[src/rtl/ramp_sweep_ctrl.sv]
// Sweep sequencer for the ramp sawtooth generator.
// Walks the generator frequency code through a latched index range, holding
// each step for a dwell time and inserting an off-gap between steps so every
// step restarts the generator from phase 0.
// Build option: define PINGPONG_EN to make loop mode bounce between the range
// endpoints instead of jumping back to the first index.
module ramp_sweep_ctrl #(
  parameter int DWELL_W    = 32,
  parameter int GAP_CYCLES = 16,
  parameter int IDX_MAX    = 13
) (
  input  logic               clk,
  input  logic               rst_n,
  input  logic               start,
  input  logic               stop,
  input  logic               loop_en,
  input  logic [3:0]         idx_first,
  input  logic [3:0]         idx_last,
  input  logic [DWELL_W-1:0] dwell,
  input  logic [7:0]         amp_in,
  output logic               busy,
  output logic               done,
  output logic [3:0]         step_idx,
  output logic               gen_on,
  output logic [15:0]        gen_frequency,
  output logic [7:0]         gen_amplitude
);

  typedef enum logic [2:0] {S_IDLE, S_LOAD, S_RUN, S_GAP, S_DONE} state_t;

  state_t             state_q, state_nx;
  logic [DWELL_W-1:0] cnt_q, cnt_nx;
  logic [DWELL_W-1:0] dwell_q, dwell_nx;
  logic [3:0]         first_q, first_nx;
  logic [3:0]         last_q, last_nx;
  logic               loop_q, loop_nx;
  logic               up_q, up_nx;
  logic [3:0]         idx_nx;
  logic [15:0]        freq_nx;
  logic [7:0]         amp_nx;
  logic               inc;
  logic [3:0]         target;
`ifdef PINGPONG_EN
  logic               fwd_q, fwd_nx;
`endif

  // Indices beyond the top of the code table clamp to the highest valid index.
  function automatic logic [3:0] clamp_idx(input logic [3:0] v);
    return (v > 4'(IDX_MAX)) ? 4'(IDX_MAX) : v;
  endfunction

  // Generator frequency code for a step index: all ones below bit idx.
  function automatic logic [15:0] idx_code(input logic [3:0] i);
    return (16'h1 << i) - 16'h1;
  endfunction

  function automatic logic [3:0] step_toward(input logic [3:0] i, input logic up);
    return up ? i + 4'd1 : i - 4'd1;
  endfunction

  // State, counter, latched configuration and registered outputs.
  always_ff @(posedge clk or negedge rst_n) begin
    if (!rst_n) begin
      state_q       <= S_IDLE;
      cnt_q         <= '0;
      dwell_q       <= '0;
      first_q       <= '0;
      last_q        <= '0;
      loop_q        <= 1'b0;
      up_q          <= 1'b0;
      busy          <= 1'b0;
      done          <= 1'b0;
      gen_on        <= 1'b0;
      step_idx      <= '0;
      gen_frequency <= '0;
      gen_amplitude <= '0;
`ifdef PINGPONG_EN
      fwd_q         <= 1'b1;
`endif
    end else begin
      state_q       <= state_nx;
      cnt_q         <= cnt_nx;
      dwell_q       <= dwell_nx;
      first_q       <= first_nx;
      last_q        <= last_nx;
      loop_q        <= loop_nx;
      up_q          <= up_nx;
      busy          <= (state_nx != S_IDLE);
      done          <= (state_nx == S_DONE);
      gen_on        <= (state_nx == S_RUN);
      step_idx      <= idx_nx;
      gen_frequency <= freq_nx;
      gen_amplitude <= amp_nx;
`ifdef PINGPONG_EN
      fwd_q         <= fwd_nx;
`endif
    end
  end

  // Next state, next step index/frequency and counter reloads; stop overrides all.
  always_comb begin
    state_nx = state_q;
    cnt_nx   = cnt_q;
    dwell_nx = dwell_q;
    first_nx = first_q;
    last_nx  = last_q;
    loop_nx  = loop_q;
    up_nx    = up_q;
    idx_nx   = step_idx;
    freq_nx  = gen_frequency;
    amp_nx   = gen_amplitude;
`ifdef PINGPONG_EN
    fwd_nx   = fwd_q;
    inc      = fwd_q ? up_q : !up_q;
    target   = fwd_q ? last_q : first_q;
`else
    inc      = up_q;
    target   = last_q;
`endif

    case (state_q)
      S_IDLE: begin
        if (start && !stop) begin
          state_nx = S_LOAD;
          first_nx = clamp_idx(idx_first);
          last_nx  = clamp_idx(idx_last);
          up_nx    = (clamp_idx(idx_first) <= clamp_idx(idx_last));
          loop_nx  = loop_en;
          dwell_nx = (dwell == '0) ? DWELL_W'(1) : dwell;
          idx_nx   = clamp_idx(idx_first);
          freq_nx  = idx_code(clamp_idx(idx_first));
          amp_nx   = amp_in;
`ifdef PINGPONG_EN
          fwd_nx   = 1'b1;
`endif
        end
      end
      S_LOAD: begin
        state_nx = S_RUN;
        cnt_nx   = dwell_q - DWELL_W'(1);
      end
      S_RUN: begin
        if (cnt_q != '0) begin
          cnt_nx = cnt_q - DWELL_W'(1);
        end else if (step_idx != target) begin
          state_nx = S_GAP;
          cnt_nx   = DWELL_W'(GAP_CYCLES - 1);
          idx_nx   = step_toward(step_idx, inc);
          freq_nx  = idx_code(idx_nx);
        end else if (loop_q) begin
          state_nx = S_GAP;
          cnt_nx   = DWELL_W'(GAP_CYCLES - 1);
`ifdef PINGPONG_EN
          if (first_q == last_q) begin
            idx_nx = first_q;
          end else begin
            fwd_nx = !fwd_q;
            idx_nx = step_toward(step_idx, !inc);
          end
`else
          idx_nx   = first_q;
`endif
          freq_nx  = idx_code(idx_nx);
        end else begin
          state_nx = S_DONE;
        end
      end
      S_GAP: begin
        if (cnt_q != '0) begin
          cnt_nx = cnt_q - DWELL_W'(1);
        end else begin
          state_nx = S_RUN;
          cnt_nx   = dwell_q - DWELL_W'(1);
        end
      end
      S_DONE: begin
        state_nx = S_IDLE;
      end
      default: begin
        state_nx = S_IDLE;
      end
    endcase

    if (stop && (state_q != S_IDLE)) begin
      state_nx = S_IDLE;
      cnt_nx   = '0;
      idx_nx   = step_idx;
      freq_nx  = gen_frequency;
    end
  end

endmodule

[config.mk]
export PLATFORM = sky130hd
export DESIGN_NAME = ramp_sweep_ctrl
export DESIGN_NICKNAME = d
export VERILOG_FILES = /design/src/rtl/ramp_sweep_ctrl.sv
export SDC_FILE = /design/constraint.sdc
export NUM_CORES = 1
export LEC_CHECK = 0
export CELL_PAD_IN_SITES_DETAIL_PLACEMENT = 0
export CELL_PAD_IN_SITES_GLOBAL_PLACEMENT = 1
export CORE_MARGIN = 2
export CORE_UTILIZATION = 39
export DETAILED_ROUTE_END_ITERATION = 10
export PLACE_DENSITY_LB_ADDON = 0.1
export REMOVE_ABC_BUFFERS = 1
export SKIP_LAST_GASP = 1
export SLEW_MARGIN = 20
export SYNTH_ARGS = -nofsm -noshare
export SYNTH_HDL_FRONTEND = slang
export SYNTH_SLANG_ARGS = --single-unit
[constraint.sdc]
create_clock -name clk -period 2.6 [get_ports clk]
set_input_delay 0.39 -clock clk [delete_from_list [all_inputs] [get_ports clk]]
set_output_delay 0.39 -clock clk [all_outputs]
set_load 0.01 [all_outputs]
## After elaboration in Yosys (flattened, before gate mapping)

Cells that the tools add are included.
W data, S select, Z words.

- Bits in registers: 108
- Input bits: 53
- Output and inout port bits: 31
- Logic and storage cells: 77

- $add $sub $neg: 7
- $lt $le $gt $ge: 3
- Eq/ne operators: 10
- Shift operators: 3
- Multiplexer cells: 27
- Bitwise gates (word level): 1
- Reduce and logical (&&, ||, !) cells: 13

Operators with widths:

| cell | count |
|---|---|
| $mux W32 | 6 |
| $pmux W32 S3 | 1 |
| $mux W16 | 4 |
| $sub A32 B1 Y32 const B | 2 |
| $shl A1 B4 Y16 const A | 3 |
| $sub A16 B1 Y16 const B | 3 |
| $logic_not A32 Y1 | 1 |
| $pmux W16 S2 | 1 |
| $reduce_bool A32 Y1 | 1 |
| $mux W4 | 7 |
| $mux W3 | 6 |
| $pmux W3 S4 | 1 |
| $eq A3 B2 Y1 const B | 3 |
| $gt A4 B4 Y1 const B | 2 |
| $pmux W4 S2 | 1 |
| $reduce_bool A3 Y1 | 2 |
| $ne A5 B5 Y1 const B | 1 |
| $reduce_and A5 Y1 | 1 |
| $add A4 B1 Y4 const B | 1 |
| $le A4 B4 Y1 | 1 |
| $ne A2 B2 Y1 const B | 2 |
| $ne A4 B4 Y1 | 1 |
| $reduce_and A2 Y1 | 2 |
| $reduce_bool A4 Y1 | 1 |
| other kinds (9) | 10 |

## Logic depth before layout (Yosys ltp)

- Depth in word-level cells: 7
- Mapped depth: 14

## Least setup slack after synthesis

OpenSTA, ideal clock, no wires.

- Path kind: register -> register
- From: register state_q[1]
- To: register gen_frequency[6]
- Setup time: 0.082 ns
- Data arrival time: 2.812 ns
- Required time: 2.518 ns
- Setup slack: -0.294 ns
- Cell stages (with the launch flop): 11
- Period minus slack after synthesis: 2.894 ns
- Path through: dfrtp_1 > clkbuf_1 > or3b_2 > clkbuf_1 > a221oi_1 > nand2_1 > ha_1 > clkbuf_1 > nor3_1 > o21ai_0 > a31oi_1

- Longest elaborated chain between the ends: 4
- Elaborated cells on any way between the ends: 11
- Those cells by class: 4 x eq/ne; 1 x mux; 1 x bitwise; 5 x reduce/logical

Ends and longest elaborated chain:

| element | line | RTL |
|---|---|---|
| start: declaration | 31 | `state_t state_q, state_nx;` |
| start signal: assignment | 81 | `state_q <= state_nx;` |
| branches (longest 4 deep; another with $reduce_and A5 Y1) | - |  |
| end signal: assignment | 92 | `gen_frequency <= freq_nx;` |
| end: declaration | 25 | `output logic [15:0] gen_frequency,` |

Several ways; the timed one is not identified.
A chain may end at the register's enable or synchronous reset.

## Worst setup path after layout

- From: register up_q (netlist: inc)
- To: register gen_frequency[14]

- Longest elaborated chain between the ends: 6

Ends and longest elaborated chain:

| element | line | RTL |
|---|---|---|
| start: declaration | 37 | `logic up_q, up_nx;` |
| start signal: assignment | 87 | `up_q <= up_nx;` |
| $mux W4 | 58 | `return up ? i + 4'd1 : i - 4'd1;` |
| $shl A1 B4 Y16 | 54 | `return (16'h1 << i) - 16'h1;` |
| $sub A16 B1 Y16 | 54 |  |
| $mux W16 | 145 | `end else if (step_idx != target) begin` |
| $mux W16 | 143 | `if (cnt_q != '0) begin` |
| $pmux W16 S2 | 121 | `case (state_q)` |

No other way between the ends. The select of a mux whose other input is x is not followed.

==> run summary <==
status - complete, but fails checks
violated checks - setup timing
RSZ-0062 raised after global routing - true
sequential area share after synthesis - 44.3%
Min Clock Period, post-route - 2660 ps
CP arrival - 2900 ps
Fin. Hold Viols - 0
worst path required time - 2840 ps
Vert. Die Dim - 129 um
ant diodes - 0
reg2reg path depth - 12
Die X - 129 um
top cells by area, synth - dfrtp_1, mux2_2, o21ai_0, xnor2_1, a22o_1
post-DR wirelength/cell - 17.9 um
endpoints failing setup - 14
Reg clk slew, reported paths - 80 ps
setup slack, reg-to-reg - -60 ps
pins over their slew limit - 0
clock skew - 9.05 ps
ys async rst share - 100%
CP cell instances - buf_6, fa_2, inv_2, mux2i_2, a21oi_2, nor3_2, nand2_1, ha_2, buf_6, and2_4, o211ai_1, a31oi_1
Worst-Skew Late Latency - 360 ps
MaxCap Viol Count - 0
Antenna Nets Post-Route - 0
startpoint type of the worst setup path - register
Worst Slack Setup Final - -61.2 ps
Synth Flop Type - dfrtp_1
via count - 5651
overall global routing resource usage - 22.2%
first-pass GRT wire length - 28900 um
Hold Path Class - in -> async
Post-Route WL - 18200 um
Syn Inst Count - 626
crit path capture type - register
maximum vdd ir drop - 0.383 mV
Worst Path Max Fanout - 6
vias in the first global route - 5611
Syn. warnings - 0
nets@finish - 865
core box area - 15300 um^2
Peak Freq - 376 MHz
Comb pwr share - 43.7%
CP Buf/Inv Count - 3
DRT Pass-1 Iters - 8
Post-synth EDFFs - 0
top cell type by total area after synthesis - dfrtp_1
residual DRC count - 0
area share of the largest cell type after synthesis - 44.3%
Commonest cells post-synth - dfrtp_1, o21ai_0, nand2_1
port bufs - 83
slowest cell on the critical path - fa_2
library cells used by synthesis - 63
Final GP Congestion - 0.866
share of cells above drive strength 1 - 27.8%
Slew @ Worst Pin - 697 ps
post-synth design cell area - 6100 um^2
CP Class - reg -> reg
CP dominant cell by count - buf_6
grt ovf - 0
Max-slew headroom - 53.6%
Clk network pwr share - 21.0%
largest net degree at the start of global routing - 48
initial drt markers - 377
switch share - 35.3%
RR Endpoint - gen_frequency[14]$_DFFE_PN0P_
initial antenna violation count - 0
CTS tree - yes
Via density - 5.56
DP Wirelength - 13000 um
final setup TNS - -355 ps
placed instance area - 7780 um^2
# rows - 45
Power Density - 823 nW/um^2
cell-internal power - 4510 uW
Avg Inst Size Synth - 9.75 um^2
CTS HTree Levels - 3
count leader, synth - dfrtp_1
Initial Util - 40.0%
post-layout util - 55.5%
sequential power share - 35.3%
post-synthesis register bit count - 108
die area - 16700 um^2
cts hold-fix bufs - 0
Reg2Reg Launch Point - inc$_DFFE_PN0P_
CTS Sinks - 108
CTS Buffer Depth - 2
Root Buffer - clkbuf_16
num ports - 84
area grow syn2layout - 38.9%
period utilization - 102%
family with the most delay on the worst path - adder cells
Leak Pwr - 0.00354 uW
CTS buffer count - 9
post-route cell area - 8480 um^2
slowest stage delay, CP - 570 ps
NetSw - 2470 uW
-- routing by layer --
| metal | vias up | wire, um | GRT usage [%] |
|---|---|---|---|
| met5 | - | 0 | 0 |
| met2 | 194 | 8260 | 34.1 |
| li1 | 2683 | - | - |
| met1 | 2763 | 8700 | 31.6 |
| met3 | 11 | 1050 | 4.75 |
| met4 | 0 | 154 | 6.39 |
-- worst reg2reg max path: cells and delay by family, from the launching register on --
kind / cells / cell delay, ps
AND/OR/NAND/NOR: 3 / 450
adder cells (fa/ha/maj): 2 / 810
flip-flops: 1 / 410
AO/OA/AOI/OAI: 3 / 390
multiplexers: 1 / 200
buffers and inverters: 3 / 300
-- sequential cells by signal (all words and copies together) (netlist names), 3 cells and up --
signal	cells
state_q	3
first_q	4
gen_frequency	16
step_idx	4
gen_amplitude	8
dwell_q	32
cnt_q	32
last_q	4
-- repair_timing --
action                                  4_1_cts  5_1_grt
resized for setup                            17       44
setup buffers                                11        9
pin swaps                                     7       19
endpoints found under the setup margin       19       51
cloned                                        2        1
-- cell families (layout without fill, tap and decap cells) --
logic type | count (synthesis) | in the layout | share of synthesized area, %
AOI/OAI and AO/OA | 157 | 157 | 17.5
xor gates and xnor gates | 40 | 40 | 5.74
adders and majority gates | 10 | 10 | 2.17
buffers and inverters | 46 | 226 | 3.30
DFF | 108 | 108 | 44.3
muxes | 48 | 48 | 8.82
and+or+nand+nor | 217 | 217 | 18.2
-- area by class of cell --
cell class	count	area, um^2
sequential	108	2700
inverter	14	66.3
timing repair buffer	195	1750
timing repair inverter	2	17.5
clock inverter	5	67.6
tap	211	264
fill	1412	6780
clock buffer	10	239
multi-input combinational	472	3370
-- power groups by stage --
| stage | registers [uW] | logic (uW) | clock network [uW] |
|---|---|---|---|
| after floorplan | 2480 | 1340 | 0 |
| after CTS | 2450 | 2880 | 1510 |
| after global placement | 2450 | 2640 | 0 |
| final | 2460 | 3050 | 1470 |
| after detailed placement | 2470 | 2680 | 0 |
| after global routing | 2520 | 3310 | 1570 |
-- stage by stage --
stage	cells	hold slack (ps)	power, uW	worst slack (ps)
4_1_cts	1007	87.1	6840	-19.6
5_1_grt	1017	118	7400	-157
2_1_floorplan	594	94.4	3820	-488
3_3_place_gp	979	456	5090	-75.6
3_5_place_dp	979	463	5160	-185
6_report	1017	72.2	6980	-61.2
-- cells in the final DEF, fill, tap and decap left out, types with 3 or more instances in the layout --
cell type        instances
a22o_1                  22
nand2b_1                 6
a21oi_1                 11
nor2_2                   4
or4_1                    7
a21o_1                   4
nand4_1                  7
nor4_1                  18
nor2_1                  41
xnor2_1                 27
or3_1                    7
o21ai_0                 46
o32ai_1                  5
o21ai_1                  7
nor3_1                  28
buf_6                    6
nor2b_1                  4
buf_12                   4
inv_1                   10
nand3_2                  3
o31ai_1                  3
a21oi_2                  6
ha_1                     8
buf_4                  101
mux2_2                  46
dfrtp_1                108
o22ai_1                 15
inv_2                    3
a22oi_1                  3
clkbuf_16                9
nand2_1                 49
nor3_2                   3
clkdlybuf4s50_1         82
xor2_1                  12
o22a_1                   3
a31oi_1                  5
nand3_1                 15
-- worst max path at each step --
| stage | start | to | cells past startpoint |
|---|---|---|---|
| 6_report | inc$_DFFE_PN0P_ | gen_frequency[14]$_DFFE_PN0P_ | 12 |
| 5_1_grt | inc$_DFFE_PN0P_ | gen_frequency[14]$_DFFE_PN0P_ | 12 |
| 4_1_cts | state_q[2]$_DFF_PN0_ | gen_frequency[10]$_DFFE_PN0P_ | 10 |
| 3_5_place_dp | idx_first[3] | gen_frequency[10]$_DFFE_PN0P_ | 12 |
| 3_3_place_gp | idx_first[3] | gen_frequency[14]$_DFFE_PN0P_ | 11 |
| 2_1_floorplan | cnt_q[12]$_DFFE_PN0P_ | gen_frequency[4]$_DFFE_PN0P_ | 7 |
No activity file was read; power rests on OpenSTA's default activity.
